==> config.mk <==
export PLATFORM = sky130hd
export DESIGN_NAME = detect_winner_scan
export DESIGN_NICKNAME = d
export VERILOG_FILES = /design/src/rtl/detect_winner_scan.sv
export SDC_FILE = /design/constraint.sdc
export NUM_CORES = 1
export LEC_CHECK = 0
export ABC_AREA = 1
export CORE_MARGIN = 8
export CORE_UTILIZATION = 50
export CTS_CLUSTER_DIAMETER = 100
export DETAILED_ROUTE_END_ITERATION = 8
export PLACE_DENSITY = 0.72
export SYNTH_ARGS = -nofsm -noshare
export SYNTH_HDL_FRONTEND = slang
export SYNTH_SLANG_ARGS = --single-unit
==> constraint.sdc <==
create_clock -name clk -period 3.81 [get_ports clk]
set_clock_uncertainty 0.05 [all_clocks]
set_input_delay 0.381 -clock clk [delete_from_list [all_inputs] [get_ports clk]]
set_output_delay 0.381 -clock clk [all_outputs]
set_load 0.02 [all_outputs]
==> src/rtl/detect_winner_scan.sv <==
// Sequential N-in-a-row winner detector.
// A start pulse snapshots the board; one anchor cell is examined per cycle,
// checking four line directions from it. The first line found (lowest anchor,
// then lowest direction) ends the scan; otherwise the full board is classified
// as tie or still playing. Results are registered and held until the next scan.
module detect_winner_scan #(
    parameter int ROWS    = 4,
    parameter int COLS    = 4,
    parameter int WIN_LEN = 4
) (
    input  logic                       clk,
    input  logic                       reset,
    input  logic                       start,
    input  logic [ROWS*COLS-1:0]       game_board,
    input  logic [ROWS*COLS-1:0]       player_cells,
    output logic                       busy,
    output logic                       done,
    output logic [1:0]                 game_status,
    output logic [$clog2(ROWS)-1:0]    win_row,
    output logic [$clog2(COLS)-1:0]    win_col,
    output logic [1:0]                 win_dir
);

    localparam int N    = ROWS * COLS;
    localparam int IDXW = $clog2(N);
    localparam int RW   = $clog2(ROWS);
    localparam int CW   = $clog2(COLS);

    typedef enum logic [1:0] {
        IDLE = 2'd0,
        SCAN = 2'd1,
        DONE = 2'd2
    } state_t;

    state_t            state_r;
    state_t            state_nx;

    logic [N-1:0]      board_r;
    logic [N-1:0]      player_r;
    logic [IDXW-1:0]   idx_r;
    logic [RW-1:0]     row_r;
    logic [CW-1:0]     col_r;

    logic              busy_r;
    logic              done_r;
    logic [1:0]        status_r;
    logic [RW-1:0]     win_row_r;
    logic [CW-1:0]     win_col_r;
    logic [1:0]        win_dir_r;

    logic [3:0]        dir_match_s;
    logic              found_s;
    logic [1:0]        found_dir_s;
    logic              owner_s;
    logic              last_anchor_s;
    logic              line_ok_s;
    int                cell_row_s;
    int                cell_col_s;
    logic [IDXW-1:0]   cell_idx_s;

    // Row step of direction d: only +col (d=0) stays on the same row.
    function automatic int step_row(input int d);
        int s;
        case (d)
            0:       s = 0;
            1:       s = 1;
            2:       s = 1;
            3:       s = 1;
            default: s = 0;
        endcase
        return s;
    endfunction

    // Column step of direction d: +col, none, +col, -col.
    function automatic int step_col(input int d);
        int s;
        case (d)
            0:       s = 1;
            1:       s = 0;
            2:       s = 1;
            3:       s = -1;
            default: s = 0;
        endcase
        return s;
    endfunction

    assign owner_s       = player_r[idx_r];
    assign last_anchor_s = (idx_r == IDXW'(N - 1));

    // Check the four lines starting at the current anchor against the snapshot.
    always_comb begin
        dir_match_s = 4'b0000;
        line_ok_s   = 1'b0;
        cell_row_s  = 0;
        cell_col_s  = 0;
        cell_idx_s  = '0;
        for (int d = 0; d < 4; d++) begin
            line_ok_s = 1'b1;
            for (int k = 0; k < WIN_LEN; k++) begin
                cell_row_s = int'(row_r) + k * step_row(d);
                cell_col_s = int'(col_r) + k * step_col(d);
                if (cell_row_s < 0 || cell_row_s >= ROWS ||
                    cell_col_s < 0 || cell_col_s >= COLS) begin
                    // Off the board: lines never wrap into the next row.
                    line_ok_s = 1'b0;
                end else begin
                    cell_idx_s = IDXW'(cell_row_s * COLS + cell_col_s);
                    if (!board_r[cell_idx_s] || (player_r[cell_idx_s] != owner_s)) begin
                        line_ok_s = 1'b0;
                    end else begin
                        line_ok_s = line_ok_s;
                    end
                end
            end
            dir_match_s[d] = line_ok_s;
        end
    end

    // Pick the lowest-numbered matching direction.
    always_comb begin
        found_s     = 1'b0;
        found_dir_s = 2'd0;
        for (int d = 3; d >= 0; d--) begin
            if (dir_match_s[d]) begin
                found_s     = 1'b1;
                found_dir_s = 2'(d);
            end else begin
                found_s     = found_s;
            end
        end
    end

    // Next-state logic: IDLE -> SCAN -> DONE -> IDLE.
    always_comb begin
        state_nx = state_r;
        case (state_r)
            IDLE: begin
                if (start) begin
                    state_nx = SCAN;
                end else begin
                    state_nx = IDLE;
                end
            end
            SCAN: begin
                if (found_s || last_anchor_s) begin
                    state_nx = DONE;
                end else begin
                    state_nx = SCAN;
                end
            end
            DONE:    state_nx = IDLE;
            default: state_nx = IDLE;
        endcase
    end

    // State register.
    always_ff @(posedge clk or posedge reset) begin
        if (reset) begin
            state_r <= IDLE;
        end else begin
            state_r <= state_nx;
        end
    end

    // Snapshot, anchor walk and registered results.
    always_ff @(posedge clk or posedge reset) begin
        if (reset) begin
            board_r   <= '0;
            player_r  <= '0;
            idx_r     <= '0;
            row_r     <= '0;
            col_r     <= '0;
            busy_r    <= 1'b0;
            done_r    <= 1'b0;
            status_r  <= 2'b00;
            win_row_r <= '0;
            win_col_r <= '0;
            win_dir_r <= 2'd0;
        end else begin
            case (state_r)
                IDLE: begin
                    if (start) begin
                        board_r  <= game_board;
                        player_r <= player_cells;
                        idx_r    <= '0;
                        row_r    <= '0;
                        col_r    <= '0;
                    end else begin
                        idx_r    <= idx_r;
                    end
                end
                SCAN: begin
                    if (found_s) begin
                        status_r  <= owner_s ? 2'b10 : 2'b01;
                        win_row_r <= row_r;
                        win_col_r <= col_r;
                        win_dir_r <= found_dir_s;
                    end else if (last_anchor_s) begin
                        // A full board with no line is a tie.
                        status_r  <= (&board_r) ? 2'b11 : 2'b00;
                        win_row_r <= '0;
                        win_col_r <= '0;
                        win_dir_r <= 2'd0;
                    end else begin
                        idx_r <= idx_r + IDXW'(1);
                        if (col_r == CW'(COLS - 1)) begin
                            col_r <= '0;
                            row_r <= row_r + RW'(1);
                        end else begin
                            col_r <= col_r + CW'(1);
                        end
                    end
                end
                default: begin
                    idx_r <= idx_r;
                end
            endcase
            busy_r <= (state_nx != IDLE);
            done_r <= (state_nx == DONE);
        end
    end

    assign busy        = busy_r;
    assign done        = done_r;
    assign game_status = status_r;
    assign win_row     = win_row_r;
    assign win_col     = win_col_r;
    assign win_dir     = win_dir_r;

endmodule

==> impl_metrics.csv, run 1 <==
group,metric,value,unit
routing,antenna_left,0,
routing,wire_per_inst,15.7,um
synthesis,synth_area,4410,um^2
sta,finalSetupViolCount,0,
floorplanning,pin_count,45,
routing,totalWireLength,13600,um
synthesis,synth-xor-area-share,1.19,%
sta,rsz0062_at_grt,"no",
sta,maxSlewViolCount,0,
routing,dr_total_vias,4755,
run,cap_viol_max_count,0,
clock_tree,clock-sinks,52,
finish,diodes,0,
synthesis,synth_fa_ha_area_share,4.25,%
clock_tree,ctsResizeCount,0,
sta,worst_slew_pin_slew,1070,ps
clock_tree,cts_buffers,5,
clock_tree,cts_tree,"built",
finish,fillers,872,
critical_path,crit_fanout,9,
critical_path,critPathRequiredTime,3940,ps
finish,syn2layout_area_growth,12.5,%
synthesis,synth_simple_gate_area_share,53.4,%
sta,tns,0,ps
sta,final_hold_viol_count,0,
finish,layout.nets,809,
finish,seq_area,1300,um^2
clock_tree,clockBufferDepth,2,
synthesis,yosysWarnings,0,
critical_path,setup.worst_path.end_class,"register",
floorplanning,rows,34,
floorplanning,die_x,110,um
grt,gr-total-overflow,0,
synthesis,synth_top_area_share,29.5,%
routing,drc_errors,0,
finish,multi_input_area,2750,um^2
synthesis,synthArstFlopShare,100,%
grt,grt_pass1_vias,4304,
floorplanning,dieHeight,110,um
clock_tree,clk_latency,320,ps
synthesis,synthTopCellsByArea,"dfrtp_1 (29%), nand2_1 (28%), nand3_1 (18%)",
synthesis,synth_largest_area_cell,"dfrtp_1",
finish,fin_cells,868,
synthesis,synth-compound-area-share,3.26,%
sta,fin_crit_sh,84.7,%
placement,routabilityCongestion,1.02,
hold_path,hp-class,"register to register",
synthesis,syn_nets,778,
grt,grt_max_degree,53,
sta,period_minus_slack,3230,ps
grt,grt_pass1_wl,22200,um
outcome,status,"completed",
sta,max-slew-margin-rel,28.6,%
floorplanning,start_util,51.1,%
synthesis,yosysSeqAreaShare,29.5,%
floorplanning,core,8640,um^2
finish,reg.largest.list,"board_r: 16 flops, player_r: 16 flops, idx_r: 4 flops",
synthesis,synth-edff-count,0,
clock_tree,clk_pin_slew,100,ps
synthesis,synth_top_family_by_area,"simple AND/OR/NAND/NOR gates",
clock_tree,cts_setup_buffers,0,
clock_tree,cts_root_buf,"clkbuf_8",
placement,dp_hpwl,10700,um
routing,drtIter0Drc,398,
placement,io_buffers,44,
finish,layout-drive-gt1-share,4.34,%
synthesis,yosysMostFrequentCell,"nand2_1",
placement,placed_cells,860,
clock_tree,hold_buffers,0,
synthesis,synthMuxAreaShare,0.227,%
critical_path,crit_path_start_kind,"register",
critical_path,worstPathArrival,3360,ps
synthesis,synth_flop_cell,"dfrtp_1",
grt,grt_usage,23.4,%
sta,timing.fmax,310,MHz
routing,dr.pass1.iters,5,
floorplanning,die_area,12100,um^2
critical_path,crit_type,"register to register",
clock_tree,htreeDepth,2,
synthesis,synth_area_per_cell,6.06,um^2
grt,antenna_found_initial,0,
synthesis,syn_inst,728,
routing,via_per_inst,5.48,
synthesis,yosys-top-cells-count,"nand2_1 (333), nand3_1 (163), dfrtp_1 (52)",
synthesis,yosysUniqueCellTypes,30,
synthesis,synth-seq-cells,52,
## through the flow
step                hold slack [ps]  area (um^2)  util (%)  setup WS (ps)
floorplan                       441         4410         -            733
global placement                412         4870      56.4            644
detailed placement              419         4870      56.4            649
CTS                             444         4960      57.5            605
global route                    459         4960      57.5            257
finish                          439         4960      57.5            581
## worst paths after layout
check	startpoint	to	slack (ps)	cells past startpoint
hold / removal	game_status[0]	game_status[0]	440	2
min in group asynchronous	reset	idx_r[2]	590	2
max in group asynchronous	reset	state_r[1]	2460	2
hold reg to reg	game_status[0]	game_status[0]	440	2
setup / recovery	col_r[1]	win_row[1]	580	18
setup reg to reg	col_r[1]	win_row[1]	580	18
## cell usage in the layout (no fill, tap or decap), types with 5 or more instances in the layout
cell type	n
buf_4	8
clkbuf_8	5
clkdlybuf4s50_1	44
dfrtp_1	52
ha_1	15
inv_1	41
inv_2	7
nand2_1	333
nand3_1	163
nand4_1	5
nor2_1	36
o21ai_0	16
o21ai_1	5
## cells by family after synthesis
family	Yosys count
compound gates	26
buf+inv	77
fa+ha+maj	15
simple gates	551
xor+xnor	6
mux	1
flops	52
## metal layers
metal,global-route usage [%],routed length (um),vias to the layer above
met2,36.0,6160,175
met3,3.63,946,19
met5,0,0,-
met4,5.88,209,0
met1,33.4,6310,2165
li1,-,-,2396
## layout make-up
class / instances / area share [%]
clock inverter: 2 / 0.353
multi-input combinational: 599 / 55.4
inverter: 49 / 3.76
sequential: 52 / 26.2
clock buffer: 6 / 1.46
timing repair buffer: 52 / 10.1
tap: 108 / 2.72
## worst max-delay path, stage by stage (launching register included)
cell and delay (ps):
dfrtp_1 500, inv_2 100, ha_1 250, inv_1 110, ha_1 410, inv_1 230
nand3_1 130, nand3_1 90, nand2_1 50, nor2_1 160, nand2_1 70, nor2_1 150
nand3_1 130, nand2_2 160, nor2_8 70, a21oi_4 190, inv_2 100, nand2_1 60
o21ai_0 70
Power of run 1 is not shown: default switching activity piles up to over one toggle a cycle in this logic, so the estimate is an artifact.
==> run 2, diff against run 1 <==
==> constraint.sdc (replaced) <==
create_clock -name clk -period 3 [get_ports clk]
set_clock_uncertainty 0.05 [all_clocks]
set_input_delay 0.3 -clock clk [delete_from_list [all_inputs] [get_ports clk]]
set_output_delay 0.3 -clock clk [all_outputs]
set_load 0.02 [all_outputs]
==> run 2 against run 1 <==
Net effect:
- via count up 3.4%
- non-clock buffer count up 11
- sequential share of layout area down 0.82 points
- fmax up 15%
- global-route usage down 0.83 points
- worst setup slack worse by 390 ps
- hold slack worse by 6.3 ps
- final cell count up 1.3%
- count of clock-buffer cells in the layout down 1
- first-iteration DRC count up 46%
- critical endpoint unchanged
==> impl_metrics.csv, run 2 (synthesis gave the netlist of run 1 again) <==
group,metric,value,unit
placement,dp_hpwl,10400,um
clock_tree,hold_buffers,0,
clock_tree,clock-sinks,52,
sta,maxSlewViolCount,0,
critical_path,crit_type,"register to register",
grt,grt_max_degree,53,
placement,io_buffers,44,
grt,grt_usage,22.6,%
hold_path,hp-class,"register to register",
routing,drc_errors,0,
routing,wire_per_inst,15.1,um
routing,totalWireLength,13300,um
critical_path,worstPathArrival,2940,ps
floorplanning,rows,34,
clock_tree,clk_latency,310,ps
finish,fillers,838,
finish,layout.nets,820,
sta,max-slew-margin-rel,56.9,%
grt,antenna_found_initial,0,
clock_tree,cts_root_buf,"clkbuf_8",
grt,grt_pass1_wl,21800,um
floorplanning,pin_count,45,
finish,layout_commonest_cell,"nand2_1",
critical_path,path_cells,"inv_2, buf_4, ha_1, nor2_1, nand2_1, nor4_1, nand2_1, nor2_1, nand2_1, nor2_1, nand3_1, nand2_2, nor2_8, a21oi_4, inv_2, nand2_1, o21ai_0",
finish,layout-drive-gt1-share,7.78,%
finish,syn2layout_area_growth,16.5,%
critical_path,setup.worst_path.end_class,"register",
clock_tree,cts_tree,"built",
floorplanning,die_area,12100,um^2
finish,layout_common_cells,"nand2_1 (333), nand3_1 (162), dfrtp_1 (49)",
routing,dr.pass1.iters,8,
floorplanning,start_util,51.1,%
routing,via_per_inst,5.59,
floorplanning,dieHeight,110,um
routing,antenna_left,0,
critical_path,crit_fanout,14,
critical_path,cp_common_cell,"nand2_1",
placement,routabilityCongestion,1.06,
sta,final_hold_viol_count,0,
routing,drtIter0Drc,580,
finish,reg.largest.list,"board_r: 16 flops, player_r: 16 flops, idx_r: 4 flops",
critical_path,critPathRequiredTime,3130,ps
outcome,status,"completed",
clock_tree,cts_buffers,5,
sta,worst_slew_pin_slew,646,ps
run,cap_viol_max_count,0,
floorplanning,die_x,110,um
sta,fin_crit_sh,93.5,%
clock_tree,clockBufferDepth,2,
sta,period_minus_slack,2800,ps
clock_tree,htreeDepth,2,
critical_path,worst_path_max_delay_cell,"dfrtp_1",
placement,dp_slack,139,ps
critical_path,crit_path_start_kind,"register",
floorplanning,core,8640,um^2
sta,fin_ws,196,ps
finish,diodes,0,
sta,timing.fmax,357,MHz
grt,gr-total-overflow,0,
grt,grt_pass1_vias,4513,
clock_tree,clk_pin_slew,90,ps
critical_path,critical_path.max_stage_delay,380,ps
sta,finalSetupViolCount,0,
routing,dr_total_vias,4915,
[run 2: cell type report]
| type | count | area (um^2) | share of cell area, % |
|---|---|---|---|
| inverter | 49 | 189 | 3.68 |
| timing repair buffer | 63 | 591 | 11.5 |
| clock buffer | 5 | 68.8 | 1.34 |
| clock inverter | 3 | 42.5 | 0.828 |
| sequential | 52 | 1310 | 25.4 |
| multi-input combinational | 599 | 2810 | 54.6 |
| tap | 108 | 135 | 2.63 |
[run 2: stage by stage]
stage          setup TNS, ps  utilization (%)  hold WS, ps  instance area, um^2  std cells
6_report                   0             59.5          433                 5140        879
4_1_cts                    0             58.4          440                 5050        876
3_5_place_dp               0             57.1          419                 4930        868
3_3_place_gp               0             57.1          407                 4930        868
2_1_floorplan              0                -          360                 4410        728
5_1_grt                -15.1             59.5          459                 5140        879
[run 2: critical path: cells and delay by family (launching register included)]
kind / cells / cell delay [ps]
AOI/OAI and AO/OA: 2 / 270
adders and majority gates: 1 / 210
buffers and inverters: 3 / 380
DFF: 1 / 380
and+or+nand+nor: 11 / 1380
[run 2: path summary, 6_finish.rpt]
kind / depth (start not counted) / end / start / slack, ps
setup / recovery: 17 / win_row[1] / row_r[0] / 200
hold / removal: 2 / game_status[0] / game_status[0] / 430
setup reg to reg: 17 / win_row[1] / row_r[0] / 200
hold reg to reg: 2 / game_status[0] / game_status[0] / 430
max in group asynchronous: 3 / col_r[1] / reset / 2010
min in group asynchronous: 3 / busy / reset / 440
[run 2: metal layers]
layer	up-vias	global-route usage (%)	wire length (um)
li1	2435	-	-
met1	2248	31.2	5970
met2	210	35.3	6030
met3	22	4.16	1080
met4	0	6.08	233
met5	-	0	0
[run 2: what timing repair did]
item                                    4_1_cts  5_1_grt
endpoints found under the setup margin        0       16
resized for setup                             0       20
buffers inserted                              0        3
Power of run 2 is left out for the same reason.
